[src/rtl/xm_mc_sequencer.sv]
// xm_mc_sequencer
//   Multi-cycle control sequencer for the XM core. It sits between the
//   instruction decoder and the datapath and steps each instruction through
//   fetch, decode, execute and, for loads and stores, a memory access. Memory
//   uses a req/ack handshake. Each access may wait at most MEM_TIMEOUT cycles
//   before it is treated as a bus fault. Exceptions (IRQ, trap, illegal op,
//   bus fault) enter through EXC_ENTRY. A bus fault while fetching the vector
//   instruction halts the core until reset.
//
// Ports
//   clk_i        clock, rising edge
//   arst_i       asynchronous reset, active high
//   instClass_i  decoded class (0 ALU,1 CBRANCH,2 LBRANCH,3 LOAD,4 STORE,5 IMM,6 TRAP,7 ILLEGAL)
//   branchRes_i  conditional-branch result
//   irq_i        level interrupt request
//   irqEn_i      global interrupt enable
//   memAck_i     memory access complete
//   memReq_o     memory request
//   memRW_o      0 read, 1 write
//   irWr_o       instruction register load strobe
//   pcWr_o       PC write strobe
//   pcSel_o      0 PC+2, 1 branch target, 2 exception vector
//   regWr_o      register file write strobe
//   regWrSel_o   0 ALU, 1 PC, 2 MEM, 3 IMM
//   regWrAdr_o   write address override (LR on link/exception)
//   flagsWr_o    flags write strobe
//   excCause_o   0 IRQ, 1 TRAP, 2 ILLEGAL, 3 BUSFAULT; valid in EXC_ENTRY
//   excTaken_o   one-cycle pulse in EXC_ENTRY
//   halted_o     double-fault halt
//
// state       | meaning
// ------------+-----------------------------------------------------------
// EXC_CHECK   | sample irq_i & irqEn_i between instructions
// FETCH       | instruction read, wait for ack or timeout
// DECODE      | latch class, divert traps / illegal ops
// EXEC        | ALU, branch, IMM write-back; start of load/store
// MEM         | data access, wait for ack or timeout
// MEM_WB      | load data write-back
// EXC_ENTRY   | save PC to LR, load vector, pulse excTaken_o
// HALT        | fault during vector fetch; left only through reset

module xm_mc_sequencer #(
  parameter int unsigned WORD        = 16,
  parameter int unsigned LR          = 5,
  parameter int unsigned PC          = 7,
  parameter int unsigned MEM_TIMEOUT = 15,
  parameter int unsigned EXC_VEC_W   = 2
) (
  input  logic                 clk_i,
  input  logic                 arst_i,
  input  logic [2:0]           instClass_i,
  input  logic                 branchRes_i,
  input  logic                 irq_i,
  input  logic                 irqEn_i,
  input  logic                 memAck_i,
  output logic                 memReq_o,
  output logic                 memRW_o,
  output logic                 irWr_o,
  output logic                 pcWr_o,
  output logic [1:0]           pcSel_o,
  output logic                 regWr_o,
  output logic [2:0]           regWrSel_o,
  output logic [2:0]           regWrAdr_o,
  output logic                 flagsWr_o,
  output logic [EXC_VEC_W-1:0] excCause_o,
  output logic                 excTaken_o,
  output logic                 halted_o
);

  if (WORD < 8 || LR > 7 || PC > 7 || LR == PC || MEM_TIMEOUT < 1 || EXC_VEC_W < 2) begin : g_bad_cfg
    $error("xm_mc_sequencer: unsupported parameter set");
  end

  localparam int unsigned CNT_W = $clog2(MEM_TIMEOUT + 1);
  localparam logic [CNT_W-1:0] CNT_LOAD = CNT_W'(MEM_TIMEOUT);
  localparam logic [2:0] LR_ADR = 3'(LR);

  localparam logic [2:0] CLS_ALU     = 3'd0;
  localparam logic [2:0] CLS_CBRANCH = 3'd1;
  localparam logic [2:0] CLS_LBRANCH = 3'd2;
  localparam logic [2:0] CLS_LOAD    = 3'd3;
  localparam logic [2:0] CLS_STORE   = 3'd4;
  localparam logic [2:0] CLS_IMM     = 3'd5;
  localparam logic [2:0] CLS_TRAP    = 3'd6;
  localparam logic [2:0] CLS_ILLEGAL = 3'd7;

  localparam logic [EXC_VEC_W-1:0] CAUSE_IRQ     = EXC_VEC_W'(0);
  localparam logic [EXC_VEC_W-1:0] CAUSE_TRAP    = EXC_VEC_W'(1);
  localparam logic [EXC_VEC_W-1:0] CAUSE_ILLEGAL = EXC_VEC_W'(2);
  localparam logic [EXC_VEC_W-1:0] CAUSE_BUS     = EXC_VEC_W'(3);

  localparam logic [1:0] PCSEL_INC = 2'd0;
  localparam logic [1:0] PCSEL_BR  = 2'd1;
  localparam logic [1:0] PCSEL_VEC = 2'd2;

  localparam logic [2:0] WSEL_ALU = 3'd0;
  localparam logic [2:0] WSEL_PC  = 3'd1;
  localparam logic [2:0] WSEL_MEM = 3'd2;
  localparam logic [2:0] WSEL_IMM = 3'd3;

  typedef enum logic [2:0] {
    S_EXC_CHECK = 3'd0,
    S_FETCH     = 3'd1,
    S_DECODE    = 3'd2,
    S_EXEC      = 3'd3,
    S_MEM       = 3'd4,
    S_MEM_WB    = 3'd5,
    S_EXC_ENTRY = 3'd6,
    S_HALT      = 3'd7
  } state_t;

  state_t                 state_q, state_d;
  logic [2:0]             class_q, class_d;
  logic [EXC_VEC_W-1:0]   cause_q, cause_d;
  // Wait timer counts down from MEM_TIMEOUT; terminal count zero with no
  // ack is the bus fault. An ack at terminal count still completes.
  logic [CNT_W-1:0]       wait_cnt_q, wait_cnt_d;
  // Set by EXC_ENTRY, cleared by a successful fetch: a fault while it is set
  // is a double fault.
  logic                   vec_fetch_q, vec_fetch_d;
  logic                   wait_tc;

  assign wait_tc = (wait_cnt_q == '0);

  always_ff @(posedge clk_i or posedge arst_i) begin
    if (arst_i) begin
      state_q     <= S_EXC_CHECK;
      class_q     <= CLS_ALU;
      cause_q     <= CAUSE_IRQ;
      wait_cnt_q  <= '0;
      vec_fetch_q <= 1'b0;
    end else begin
      state_q     <= state_d;
      class_q     <= class_d;
      cause_q     <= cause_d;
      wait_cnt_q  <= wait_cnt_d;
      vec_fetch_q <= vec_fetch_d;
    end
  end

  always_comb begin
    state_d     = state_q;
    class_d     = class_q;
    cause_d     = cause_q;
    wait_cnt_d  = wait_cnt_q;
    vec_fetch_d = vec_fetch_q;
    memReq_o    = 1'b0;
    memRW_o     = 1'b0;
    irWr_o      = 1'b0;
    pcWr_o      = 1'b0;
    pcSel_o     = PCSEL_INC;
    regWr_o     = 1'b0;
    regWrSel_o  = WSEL_ALU;
    regWrAdr_o  = 3'd0;
    flagsWr_o   = 1'b0;
    excCause_o  = '0;
    excTaken_o  = 1'b0;
    halted_o    = 1'b0;

    case (state_q)
      S_EXC_CHECK: begin
        if (irq_i && irqEn_i) begin
          cause_d = CAUSE_IRQ;
          state_d = S_EXC_ENTRY;
        end else begin
          wait_cnt_d = CNT_LOAD;
          state_d    = S_FETCH;
        end
      end

      S_FETCH: begin
        memReq_o = 1'b1;
        if (memAck_i) begin
          irWr_o      = 1'b1;
          pcWr_o      = 1'b1;
          pcSel_o     = PCSEL_INC;
          vec_fetch_d = 1'b0;
          state_d     = S_DECODE;
        end else if (wait_tc) begin
          if (vec_fetch_q) begin
            state_d = S_HALT;
          end else begin
            cause_d = CAUSE_BUS;
            state_d = S_EXC_ENTRY;
          end
        end else begin
          wait_cnt_d = wait_cnt_q - CNT_W'(1);
        end
      end

      S_DECODE: begin
        class_d = instClass_i;
        if (instClass_i == CLS_TRAP) begin
          cause_d = CAUSE_TRAP;
          state_d = S_EXC_ENTRY;
        end else if (instClass_i == CLS_ILLEGAL) begin
          cause_d = CAUSE_ILLEGAL;
          state_d = S_EXC_ENTRY;
        end else begin
          state_d = S_EXEC;
        end
      end

      S_EXEC: begin
        state_d = S_EXC_CHECK;
        case (class_q)
          CLS_ALU: begin
            regWr_o    = 1'b1;
            regWrSel_o = WSEL_ALU;
            flagsWr_o  = 1'b1;
          end
          CLS_CBRANCH: begin
            pcWr_o  = branchRes_i;
            pcSel_o = PCSEL_BR;
          end
          CLS_LBRANCH: begin
            pcWr_o     = 1'b1;
            pcSel_o    = PCSEL_BR;
            regWr_o    = 1'b1;
            regWrSel_o = WSEL_PC;
            regWrAdr_o = LR_ADR;
          end
          CLS_IMM: begin
            regWr_o    = 1'b1;
            regWrSel_o = WSEL_IMM;
          end
          CLS_LOAD, CLS_STORE: begin
            wait_cnt_d = CNT_LOAD;
            state_d    = S_MEM;
          end
          default: ;
        endcase
      end

      S_MEM: begin
        memReq_o = 1'b1;
        memRW_o  = (class_q == CLS_STORE);
        if (memAck_i) begin
          state_d = (class_q == CLS_STORE) ? S_EXC_CHECK : S_MEM_WB;
        end else if (wait_tc) begin
          cause_d = CAUSE_BUS;
          state_d = S_EXC_ENTRY;
        end else begin
          wait_cnt_d = wait_cnt_q - CNT_W'(1);
        end
      end

      S_MEM_WB: begin
        regWr_o    = 1'b1;
        regWrSel_o = WSEL_MEM;
        state_d    = S_EXC_CHECK;
      end

      S_EXC_ENTRY: begin
        regWr_o     = 1'b1;
        regWrSel_o  = WSEL_PC;
        regWrAdr_o  = LR_ADR;
        pcWr_o      = 1'b1;
        pcSel_o     = PCSEL_VEC;
        excCause_o  = cause_q;
        excTaken_o  = 1'b1;
        vec_fetch_d = 1'b1;
        wait_cnt_d  = CNT_LOAD;
        state_d     = S_FETCH;
      end

      S_HALT: begin
        halted_o = 1'b1;
      end

      default: state_d = S_EXC_CHECK;
    endcase
  end

endmodule

[config.mk]
export PLATFORM = sky130hd
export DESIGN_NAME = xm_mc_sequencer
export DESIGN_NICKNAME = d
export VERILOG_FILES = /design/src/rtl/xm_mc_sequencer.sv
export SDC_FILE = /design/constraint.sdc
export NUM_CORES = 1
export LEC_CHECK = 0
export ABC_CLOCK_PERIOD_IN_PS = 1600
export BUFFER_PORTS_ARGS = -buffer_cell sky130_fd_sc_hd__clkbuf_2
export CAP_MARGIN = 20
export CELL_PAD_IN_SITES_DETAIL_PLACEMENT = 1
export CELL_PAD_IN_SITES_GLOBAL_PLACEMENT = 2
export CORE_UTILIZATION = 27
export DETAILED_ROUTE_END_ITERATION = 8
export PLACE_DENSITY_LB_ADDON = 0.1
export SLEW_MARGIN = 15
export SYNTH_ARGS = -nofsm -noshare
export SYNTH_HDL_FRONTEND = slang
export SYNTH_SLANG_ARGS = --single-unit
[constraint.sdc]
create_clock -name clk_i -period 1.6 [get_ports clk_i]
set_input_delay 0.24 -clock clk_i [delete_from_list [all_inputs] [get_ports clk_i]]
set_output_delay 0.24 -clock clk_i [all_outputs]
set_load 0.02 [all_outputs]
==> flow_metrics.env, run 1 <==
export IMPL_pwr_share_comb=0.790
export IMPL_cts_tree="built"
export IMPL_yosysTopAreaCell="dfrtp_1"
export IMPL_yosysWarnings=0
export IMPL_holdWs_ns=0.00584
export IMPL_nets=235
export IMPL_synthTopCellsByArea="dfrtp_1 28%, a21oi_1 5.7%, nor2_1 4.2%"
export IMPL_setup_viol=16
export IMPL_drcViolationCount=0
export IMPL_antenna_found_initial=0
export IMPL_cp_startpoint="wait_cnt_q[0]"
export IMPL_total_power_uw=4460
export IMPL_synth_edf_count=0
export IMPL_synth_flop_cell="dfrtp_1"
export IMPL_clockBufferDepth=2
export IMPL_p_seq_frac=0.141
export IMPL_hold_class="in2async"
export IMPL_cp_start_kind="flip-flop"
export IMPL_fin_crit_ns=1.75
export IMPL_syn_inst=147
export IMPL_finalInstanceArea_um2=2090
export IMPL_drt_iter0_drc=37
export IMPL_vias=1388
export IMPL_grt_max_degree=14
export IMPL_clock_latency_ns=0.25
export IMPL_fp_row_count=23
export IMPL_p_sw_frac=0.437
export IMPL_firstDrtPassIters=4
export IMPL_vdd_drop_max_v=0.000732
export IMPL_power_density_nw_per_um2=2130
export IMPL_arrival_ns=1.89
export IMPL_h_tree_depth=1
export IMPL_netlist_area_um2=1150
export IMPL_num_antenna_cells=0
export IMPL_crit_fanout=4
export IMPL_wire_per_inst_um=16.0
export IMPL_path_class="reg2reg"
export IMPL_die_area_um2=4520
export IMPL_path_clk_slew_ns=0.06
export IMPL_p_leak_uw=0.000983
export IMPL_gr_total_overflow=0
export IMPL_synth_seq_area_share=0.283
export IMPL_drt_total_wl_mm=4.40
export IMPL_cap_violations=0
export IMPL_worst_pin_slew_ns=0.548
export IMPL_rsz0062_at_grt="true"
export IMPL_crit_required_ns=1.74
export IMPL_syn_area_per_cell_um2=7.82
export IMPL_slew_headroom=0.634
export IMPL_status="finished with violations"
export IMPL_grt_total_usage=0.206
export IMPL_timing_rr_end="wait_cnt_q[0]"
export IMPL_synth_top_cell_area_share=0.283
export IMPL_p_int_uw=2510
export IMPL_timing_rr_start="wait_cnt_q[0]"
export IMPL_gp_congestion=0.899
export IMPL_die_h_um=67.3
export IMPL_area_delta_synth_final_pct=81.9
export IMPL_fin_crit_sh=1.09
export IMPL_clkPwrFrac=0.070
export IMPL_r2r_slack_ns=-0.15
export IMPL_dpl_cell_area_um2=1560
export IMPL_ys_types=48
export IMPL_r2r_cells=7
export IMPL_io_buffers=24
export IMPL_place_detailed_hpwl_mm=2.94
export IMPL_drv_slew=0
export IMPL_antenna_left=0
export IMPL_cts_buffers=3
export IMPL_cp_endpoint="wait_cnt_q[0]"
export IMPL_layout_setup_ws_ns=-0.149
export IMPL_synth_seq_cells=13
export IMPL_root_buffer="clkbuf_8"
export IMPL_dp_slack_ns=-0.184
export IMPL_io_pin_count=27
export IMPL_p_sw_uw=1950
export IMPL_start_util=0.283
export IMPL_cts_sinks=13
export IMPL_async_flop_share=1.00
export IMPL_viasPerCell=5.07
export IMPL_end_kind="flip-flop"
export IMPL_finalHoldViolCount=0
export IMPL_max_freq_mhz=572
export IMPL_die_x_um=67.3
export IMPL_grt_pass1_wl_mm=6.91
export IMPL_violations="setup timing"
export IMPL_cts_hold_fix_buffers=0
export IMPL_skew_ns=0.00421
export IMPL_drive_above_1_share=0.558
export IMPL_grt_pass1_vias=1449
export IMPL_core_area_um2=4060
export IMPL_fillCellCount=490
[per-stage QoR]
step            util  std cells  setup TNS [ns]
2_1_floorplan      -        148          -0.247
3_3_place_gp   0.385        243          -0.272
3_5_place_dp   0.385        243          -0.576
4_1_cts        0.481        268           -1.41
5_1_grt        0.516        274           -2.28
6_report       0.516        274           -1.08
[cells in the mapped netlist, drive strengths merged (5+ instances only)]
library cell / n
buf: 13
o21ai: 8
mux2: 5
inv: 8
a211oi: 6
nor2: 14
nand2b: 6
a21oi: 13
dfrtp: 13
nand2: 9
nor2b: 6
[critical path, cell delays in order (launching register included)]
cell      delay [ns]
dfrtp_1         0.35
inv_1           0.05
ha_2            0.18
nor3b_4         0.16
or2_4           0.25
a211oi_4        0.24
nor2_2          0.09
mux2_1          0.31
[cells by family after synthesis]
| logic type | share of synthesized area |
|---|---|
| AND/OR/NAND/NOR | 0.295 |
| AO/OA/AOI/OAI | 0.255 |
| buffers and inverters | 0.0968 |
| flip-flops | 0.283 |
| multiplexers | 0.0490 |
| adder cells (fa/ha/maj) | 0.0109 |
| other | 0.00326 |
| XOR/XNOR | 0.00762 |
[layout by cell type, fill, tap and decap left out, types with 3 or more instances in the layout]
| cell | n |
|---|---|
| clkbuf_2 | 10 |
| o21ai_1 | 4 |
| o21ai_0 | 3 |
| a31oi_1 | 4 |
| nand2_1 | 8 |
| buf_8 | 3 |
| a21oi_1 | 11 |
| inv_1 | 8 |
| nor2_2 | 4 |
| dfrtp_2 | 3 |
| nand2b_1 | 4 |
| buf_4 | 51 |
| nor2_1 | 10 |
| clkbuf_8 | 7 |
| dfrtp_1 | 10 |
| buf_6 | 17 |
| nor2b_4 | 4 |
| a211oi_1 | 5 |
| nor3b_4 | 3 |
[power by group through the flow]
stage               Combinational [uW]  Clock [uW]  Sequential, uW
finish                            3530         312             628
CTS                               3210         319             626
global placement                  2340           0             641
detailed placement                2370           0             657
global route                      3790         337             643
floorplan                         1550           0             569
[registers in the layout, indices dropped and copies added (netlist names)]
signal / flops
vec_fetch_q: 1
class_q: 3
wait_cnt_q: 4
cause_q: 2
state_q: 3
[cell type report]
| cell class | instances | area (um2) | share of cell area |
|---|---|---|---|
| well taps | 50 | 62.6 | 0.0299 |
| repair buffers | 86 | 729 | 0.349 |
| inverters | 8 | 30.0 | 0.0144 |
| flip-flops and latches | 13 | 329 | 0.157 |
| multi-input cells | 113 | 896 | 0.428 |
| clock buffers | 4 | 45.0 | 0.0215 |
[layer usage]
metal  global-route usage  part of all wire  vias to the layer above
li1                     -                 -                      675
met1                0.260              0.44                      681
met2                0.364              0.52                       28
met3               0.0270             0.026                        4
met4               0.0585            0.0064                        0
met5                    0                 0                        -
[how the worst min path moves through the flow]
stage | from | endpoint | slack (ns) | depth (start not counted)
final | arst_i | wait_cnt_q[1] | 0.006 | 2
after global placement | arst_i | class_q[2] | 0.29 | 2
after global routing | arst_i | wait_cnt_q[1] | 0.05 | 2
after detailed placement | arst_i | cause_q[1] | 0.30 | 2
after CTS | arst_i | wait_cnt_q[1] | 0.03 | 2
after floorplan | arst_i | cause_q[0] | 0.12 | 1
[repair_timing]
action | 4_1_cts | 5_1_grt
gates resized for setup | 47 | 33
endpoints found under the hold margin | 0 | 0
setup buffers | 21 | 6
cloned | 0 | 0
endpoints found under the setup margin | 23 | 26
pin swaps | 13 | 4
(Power assumes the default switching activity.)
==> run 2: changes to the inputs <==
--- a/config.mk
+++ b/config.mk
@@ -13,6 +13,7 @@
 export CORE_UTILIZATION = 27
 export DETAILED_ROUTE_END_ITERATION = 8
 export PLACE_DENSITY_LB_ADDON = 0.1
+export SKIP_LAST_GASP = 1
 export SLEW_MARGIN = 15
 export SYNTH_ARGS = -nofsm -noshare
 export SYNTH_HDL_FRONTEND = slang
==> run 2 against run 1 <==
  * The run still ends with setup timing left
  * Worst setup slack lost 0.0073 ns
  * Utilization down 0.31 points
  * Clock skew rose by 0.0017 ns
  * Critical path depth unchanged
  * Cell count unchanged
  * Clock power about the same
  * Sequential power barely moved
  * Fmax shrank 0.42%
  * Critical endpoint unchanged
  * Largest power group unchanged
==> flow_metrics.env, run 2 (synthesis results as in run 1) <==
export IMPL_largest_reg_flops=4
export IMPL_mostFrequentLayoutCells="51 x buf_4, 17 x buf_6, 11 x a21oi_1"
export IMPL_root_buffer="clkbuf_8"
export IMPL_finalHoldViolCount=0
export IMPL_path_clk_slew_ns=0.06
export IMPL_firstDrtPassIters=4
export IMPL_power_density_nw_per_um2=2140
export IMPL_vias=1410
export IMPL_pwr_share_comb=0.789
export IMPL_drt_iter0_drc=34
export IMPL_num_antenna_cells=0
export IMPL_antenna_left=0
export IMPL_grt_pass1_wl_mm=6.91
export IMPL_slew_headroom=0.635
export IMPL_skew_ns=0.00587
export IMPL_layout_setup_ws_ns=-0.156
export IMPL_grt_pass1_vias=1449
export IMPL_gp_congestion=0.899
export IMPL_crit_required_ns=1.73
export IMPL_p_int_uw=2510
export IMPL_dp_slack_ns=-0.184
export IMPL_core_area_um2=4060
export IMPL_top_register="wait_cnt_q"
export IMPL_cts_sinks=13
export IMPL_worst_pin_slew_ns=0.547
export IMPL_end_kind="flip-flop"
export IMPL_drv_slew=0
export IMPL_fin_crit_sh=1.10
export IMPL_antenna_found_initial=0
export IMPL_path_class="reg2reg"
export IMPL_p_sw_uw=1950
export IMPL_nets=235
export IMPL_rsz0062_at_grt="true"
export IMPL_area_delta_synth_final_pct=80.8
export IMPL_dpl_cell_area_um2=1560
export IMPL_die_area_um2=4520
export IMPL_wire_per_inst_um=16.5
export IMPL_p_sw_frac=0.438
export IMPL_finalInstanceArea_um2=2080
export IMPL_tns_ns=-1.17
export IMPL_cts_buffers=3
export IMPL_holdWs_ns=0.00772
export IMPL_cts_tree="built"
export IMPL_die_x_um=67.3
export IMPL_max_freq_mhz=569
export IMPL_io_buffers=24
export IMPL_io_pin_count=27
export IMPL_drt_total_wl_mm=4.52
export IMPL_start_util=0.283
export IMPL_crit_fanout=4
export IMPL_clock_latency_ns=0.25
export IMPL_p_seq_frac=0.141
export IMPL_drive_above_1_share=0.549
export IMPL_clkPwrFrac=0.069
export IMPL_violations="setup timing"
export IMPL_fin_crit_ns=1.76
export IMPL_setup_viol=16
export IMPL_clockBufferDepth=2
export IMPL_grt_max_degree=14
export IMPL_drcViolationCount=0
export IMPL_vdd_drop_max_v=0.000699
export IMPL_gr_total_overflow=0
export IMPL_cap_violations=0
export IMPL_h_tree_depth=1
export IMPL_viasPerCell=5.15
export IMPL_p_leak_uw=0.000980
export IMPL_top_regs="wait_cnt_q: 4 flops, class_q: 3 flops, state_q: 3 flops"
export IMPL_mostFrequentLayoutCell="buf_4"
export IMPL_arrival_ns=1.89
export IMPL_place_detailed_hpwl_mm=2.94
export IMPL_status="finished with violations"
export IMPL_grt_total_usage=0.206
export IMPL_die_h_um=67.3
export IMPL_hold_class="in2async"
export IMPL_fp_row_count=23
export IMPL_cp_start_kind="flip-flop"
run 2: changes by cell type in the layout (fill, tap and decap cells not counted):
cell	before	now
a32oi_1	0	1
nor3_2	2	1
a32oi_2	1	0
nor3_1	1	2
run 2: repair_timing:
item,in CTS,in global routing
pin swaps,13,4
gates resized for setup,47,31
hold buffers,0,0
setup endpoints to repair,23,26
buffers inserted,21,6
run 2: per-stage QoR:
stage | utilization | power, uW | std cells
finish | 0.512 | 4460 | 274
global placement | 0.385 | 2980 | 243
floorplan | - | 2120 | 148
CTS | 0.481 | 4160 | 268
global route | 0.512 | 4770 | 274
detailed placement | 0.385 | 3020 | 243
run 2: final cells by class:
| cell class | instances | area (um2) |
|---|---|---|
| clock buffers | 4 | 45.0 |
| fillers | 483 | 1980 |
| inverters | 8 | 30.0 |
| multi-input cells | 113 | 883 |
| flip-flops and latches | 13 | 329 |
| well taps | 50 | 62.6 |
| repair buffers | 86 | 729 |
run 2: worst paths after layout:
kind	start	to	slack (ns)	depth (start not counted)
min in group clk_i	instClass_i[1]	class_q[1]	0.28	2
min	arst_i	wait_cnt_q[1]	0.008	2
max reg2reg	wait_cnt_q[0]	wait_cnt_q[0]	-0.16	7
min reg2reg	cause_q[0]	cause_q[0]	0.51	1
max in group asynchronous	arst_i	state_q[2]	1.20	2
max	wait_cnt_q[0]	wait_cnt_q[0]	-0.16	7
run 2: layer usage:
layer / track usage / part of all wire / vias to the layer above
li1: - / - / 677
met1: 0.260 / 0.43 / 689
met2: 0.364 / 0.52 / 35
met3: 0.0270 / 0.035 / 9
met4: 0.0585 / 0.017 / 0
met5: 0 / 0 / -
run 2: critical path, stage by stage, from the launching register on:
cell and delay, ns:
dfrtp_1 0.35, inv_1 0.05, ha_2 0.18, nor3b_4 0.16, or2_4 0.25, a211oi_4 0.25, nor2_2 0.10, mux2_1 0.31
run 2: power by group through the flow:
stage                     Sequential (uW)  Clock (uW)  Combinational, uW
after floorplan                       569           0               1550
after global placement                641           0               2340
after detailed placement              657           0               2370
after CTS                             626         319               3210
after global routing                  643         336               3790
final                                 631         309               3520
==> run 3: changes to the inputs <==
--- a/config.mk
+++ b/config.mk
@@ -12,6 +12,7 @@
 export CELL_PAD_IN_SITES_GLOBAL_PLACEMENT = 2
 export CORE_UTILIZATION = 27
 export DETAILED_ROUTE_END_ITERATION = 8
+export MAX_ROUTING_LAYER = met4
 export PLACE_DENSITY_LB_ADDON = 0.1
 export SKIP_LAST_GASP = 1
 export SLEW_MARGIN = 15
==> run 3 against run 2 <==
  * The run still ends with setup timing left
  * Fmax barely moved
  * Count of clock-buffer cells in the layout did not move
  * Total power barely moved
  * Cell count did not move
  * Routed wire length fell by 0.13%
  * Critical path depth did not move
  * Utilization fell by 0.093 points
  * Worst setup slack got worse by 0.0014 ns
  * Clock skew rose by 0.00051 ns
  * Register-to-register slack barely moved
  * Critical path type unchanged
  * Critical endpoint unchanged
==> flow_metrics.env, run 3 (synthesis results as in run 1) <==
export IMPL_root_buffer="clkbuf_8"
export IMPL_firstDrtPassIters=4
export IMPL_fin_crit_ns=1.76
export IMPL_drive_above_1_share=0.549
export IMPL_die_x_um=67.3
export IMPL_cts_tree="built"
export IMPL_finalHoldViolCount=0
export IMPL_tns_ns=-1.17
export IMPL_r2r_cells=7
export IMPL_fillCellCount=481
export IMPL_p_int_uw=2500
export IMPL_clock_latency_ns=0.25
export IMPL_path_clk_slew_ns=0.06
export IMPL_r2r_slack_ns=-0.16
export IMPL_drt_total_wl_mm=4.51
export IMPL_gp_congestion=0.914
export IMPL_start_util=0.283
export IMPL_drt_iter0_drc=41
export IMPL_timing_rr_start="wait_cnt_q[0]"
export IMPL_nets=235
export IMPL_antenna_found_initial=0
export IMPL_drcViolationCount=0
export IMPL_num_antenna_cells=0
export IMPL_place_detailed_hpwl_mm=2.94
export IMPL_fin_crit_sh=1.10
export IMPL_cp_startpoint="wait_cnt_q[0]"
export IMPL_status="finished with violations"
export IMPL_violations="setup timing"
export IMPL_vias=1409
export IMPL_crit_fanout=4
export IMPL_dpl_cell_area_um2=1560
export IMPL_grt_total_usage=0.212
export IMPL_total_power_uw=4460
export IMPL_h_tree_depth=1
export IMPL_dp_slack_ns=-0.184
export IMPL_top_regs="wait_cnt_q: 4 flops, class_q: 3 flops, state_q: 3 flops"
export IMPL_end_kind="flip-flop"
export IMPL_drv_slew=0
export IMPL_gr_total_overflow=0
export IMPL_p_leak_uw=0.000979
export IMPL_wire_per_inst_um=16.5
export IMPL_io_buffers=24
export IMPL_cap_violations=0
export IMPL_largest_reg_flops=4
export IMPL_vdd_drop_max_v=0.000699
export IMPL_hold_class="in2async"
export IMPL_clockBufferDepth=2
export IMPL_top_register="wait_cnt_q"
export IMPL_p_sw_frac=0.438
export IMPL_grt_pass1_wl_mm=6.90
export IMPL_p_sw_uw=1950
export IMPL_max_freq_mhz=569
export IMPL_die_h_um=67.3
export IMPL_mostFrequentLayoutCells="52 x buf_4, 16 x buf_6, 11 x a21oi_1"
export IMPL_core_area_um2=4060
export IMPL_slew_headroom=0.635
export IMPL_clkPwrFrac=0.069
export IMPL_pwr_share_comb=0.789
export IMPL_mostFrequentLayoutCell="buf_4"
export IMPL_cts_sinks=13
export IMPL_skew_ns=0.00638
export IMPL_worst_pin_slew_ns=0.547
export IMPL_io_pin_count=27
export IMPL_power_density_nw_per_um2=2150
export IMPL_holdWs_ns=0.00703
export IMPL_rsz0062_at_grt="true"
export IMPL_cts_buffers=3
export IMPL_die_area_um2=4520
export IMPL_area_delta_synth_final_pct=80.5
export IMPL_p_seq_frac=0.142
export IMPL_path_class="reg2reg"
export IMPL_cp_start_kind="flip-flop"
export IMPL_viasPerCell=5.14
export IMPL_antenna_left=0
export IMPL_finalInstanceArea_um2=2080
export IMPL_grt_max_degree=14
export IMPL_layout_setup_ws_ns=-0.158
export IMPL_grt_pass1_vias=1447
export IMPL_setup_viol=16
export IMPL_fp_row_count=23
export IMPL_arrival_ns=1.89
export IMPL_crit_required_ns=1.74
export IMPL_timing_rr_end="wait_cnt_q[0]"
==> run 3: worst max-delay path, cell delays in order (launching register included) <==
cell and delay [ns]:
dfrtp_1 0.35, inv_1 0.05, ha_2 0.18, nor3b_4 0.16
or2_4 0.25, a211oi_4 0.25, nor2_2 0.10, mux2_1 0.31
==> run 3: worst max path at each step <==
stage,endpoint,slack [ns],depth (start not counted)
2_1_floorplan,wait_cnt_q[0],-0.12,7
3_3_place_gp,wait_cnt_q[1],-0.1,7
3_5_place_dp,wait_cnt_q[1],-0.18,7
4_1_cts,wait_cnt_q[0],-0.15,7
5_1_grt,wait_cnt_q[0],-0.23,6
6_report,wait_cnt_q[0],-0.16,7
==> run 3: area by class of cell <==
| type | count | area, um2 | area share |
|---|---|---|---|
| Clock buffer | 4 | 45.0 | 0.0217 |
| Sequential cell | 13 | 329 | 0.159 |
| Timing Repair Buffer | 86 | 726 | 0.350 |
| Tap cell | 50 | 62.6 | 0.0301 |
| Inverter | 8 | 30.0 | 0.0145 |
| Multi-Input combinational cell | 113 | 883 | 0.426 |
==> run 3: stage by stage <==
step | util | std cells
3_3_place_gp | 0.385 | 243
4_1_cts | 0.481 | 268
2_1_floorplan | - | 148
6_report | 0.512 | 274
3_5_place_dp | 0.385 | 243
5_1_grt | 0.512 | 274
==> run 3: per-layer routing <==
metal  global-route usage  vias up  part of all wire
met5                    -        -                 0
met1                0.260      689              0.43
li1                     -      679                 -
met4               0.0585        0             0.016
met2                0.365       32              0.52
met3               0.0253        9             0.027
==> run 3: power by group through the flow <==
stage	Sequential [uW]	Combinational (uW)	Clock (uW)
after detailed placement	657	2370	0
after CTS	626	3210	319
after global routing	644	3780	336
final	631	3520	310
after floorplan	569	1550	0
after global placement	641	2340	0
==> run 3: timing repair <==
| action | CTS | global route |
|---|---|---|
| pin swaps | 13 | 4 |
| resized for setup | 47 | 30 |
| endpoints found under the setup margin | 23 | 26 |
| hold buffers | 0 | 0 |
| cloned | 0 | 0 |
| buffers inserted | 21 | 6 |
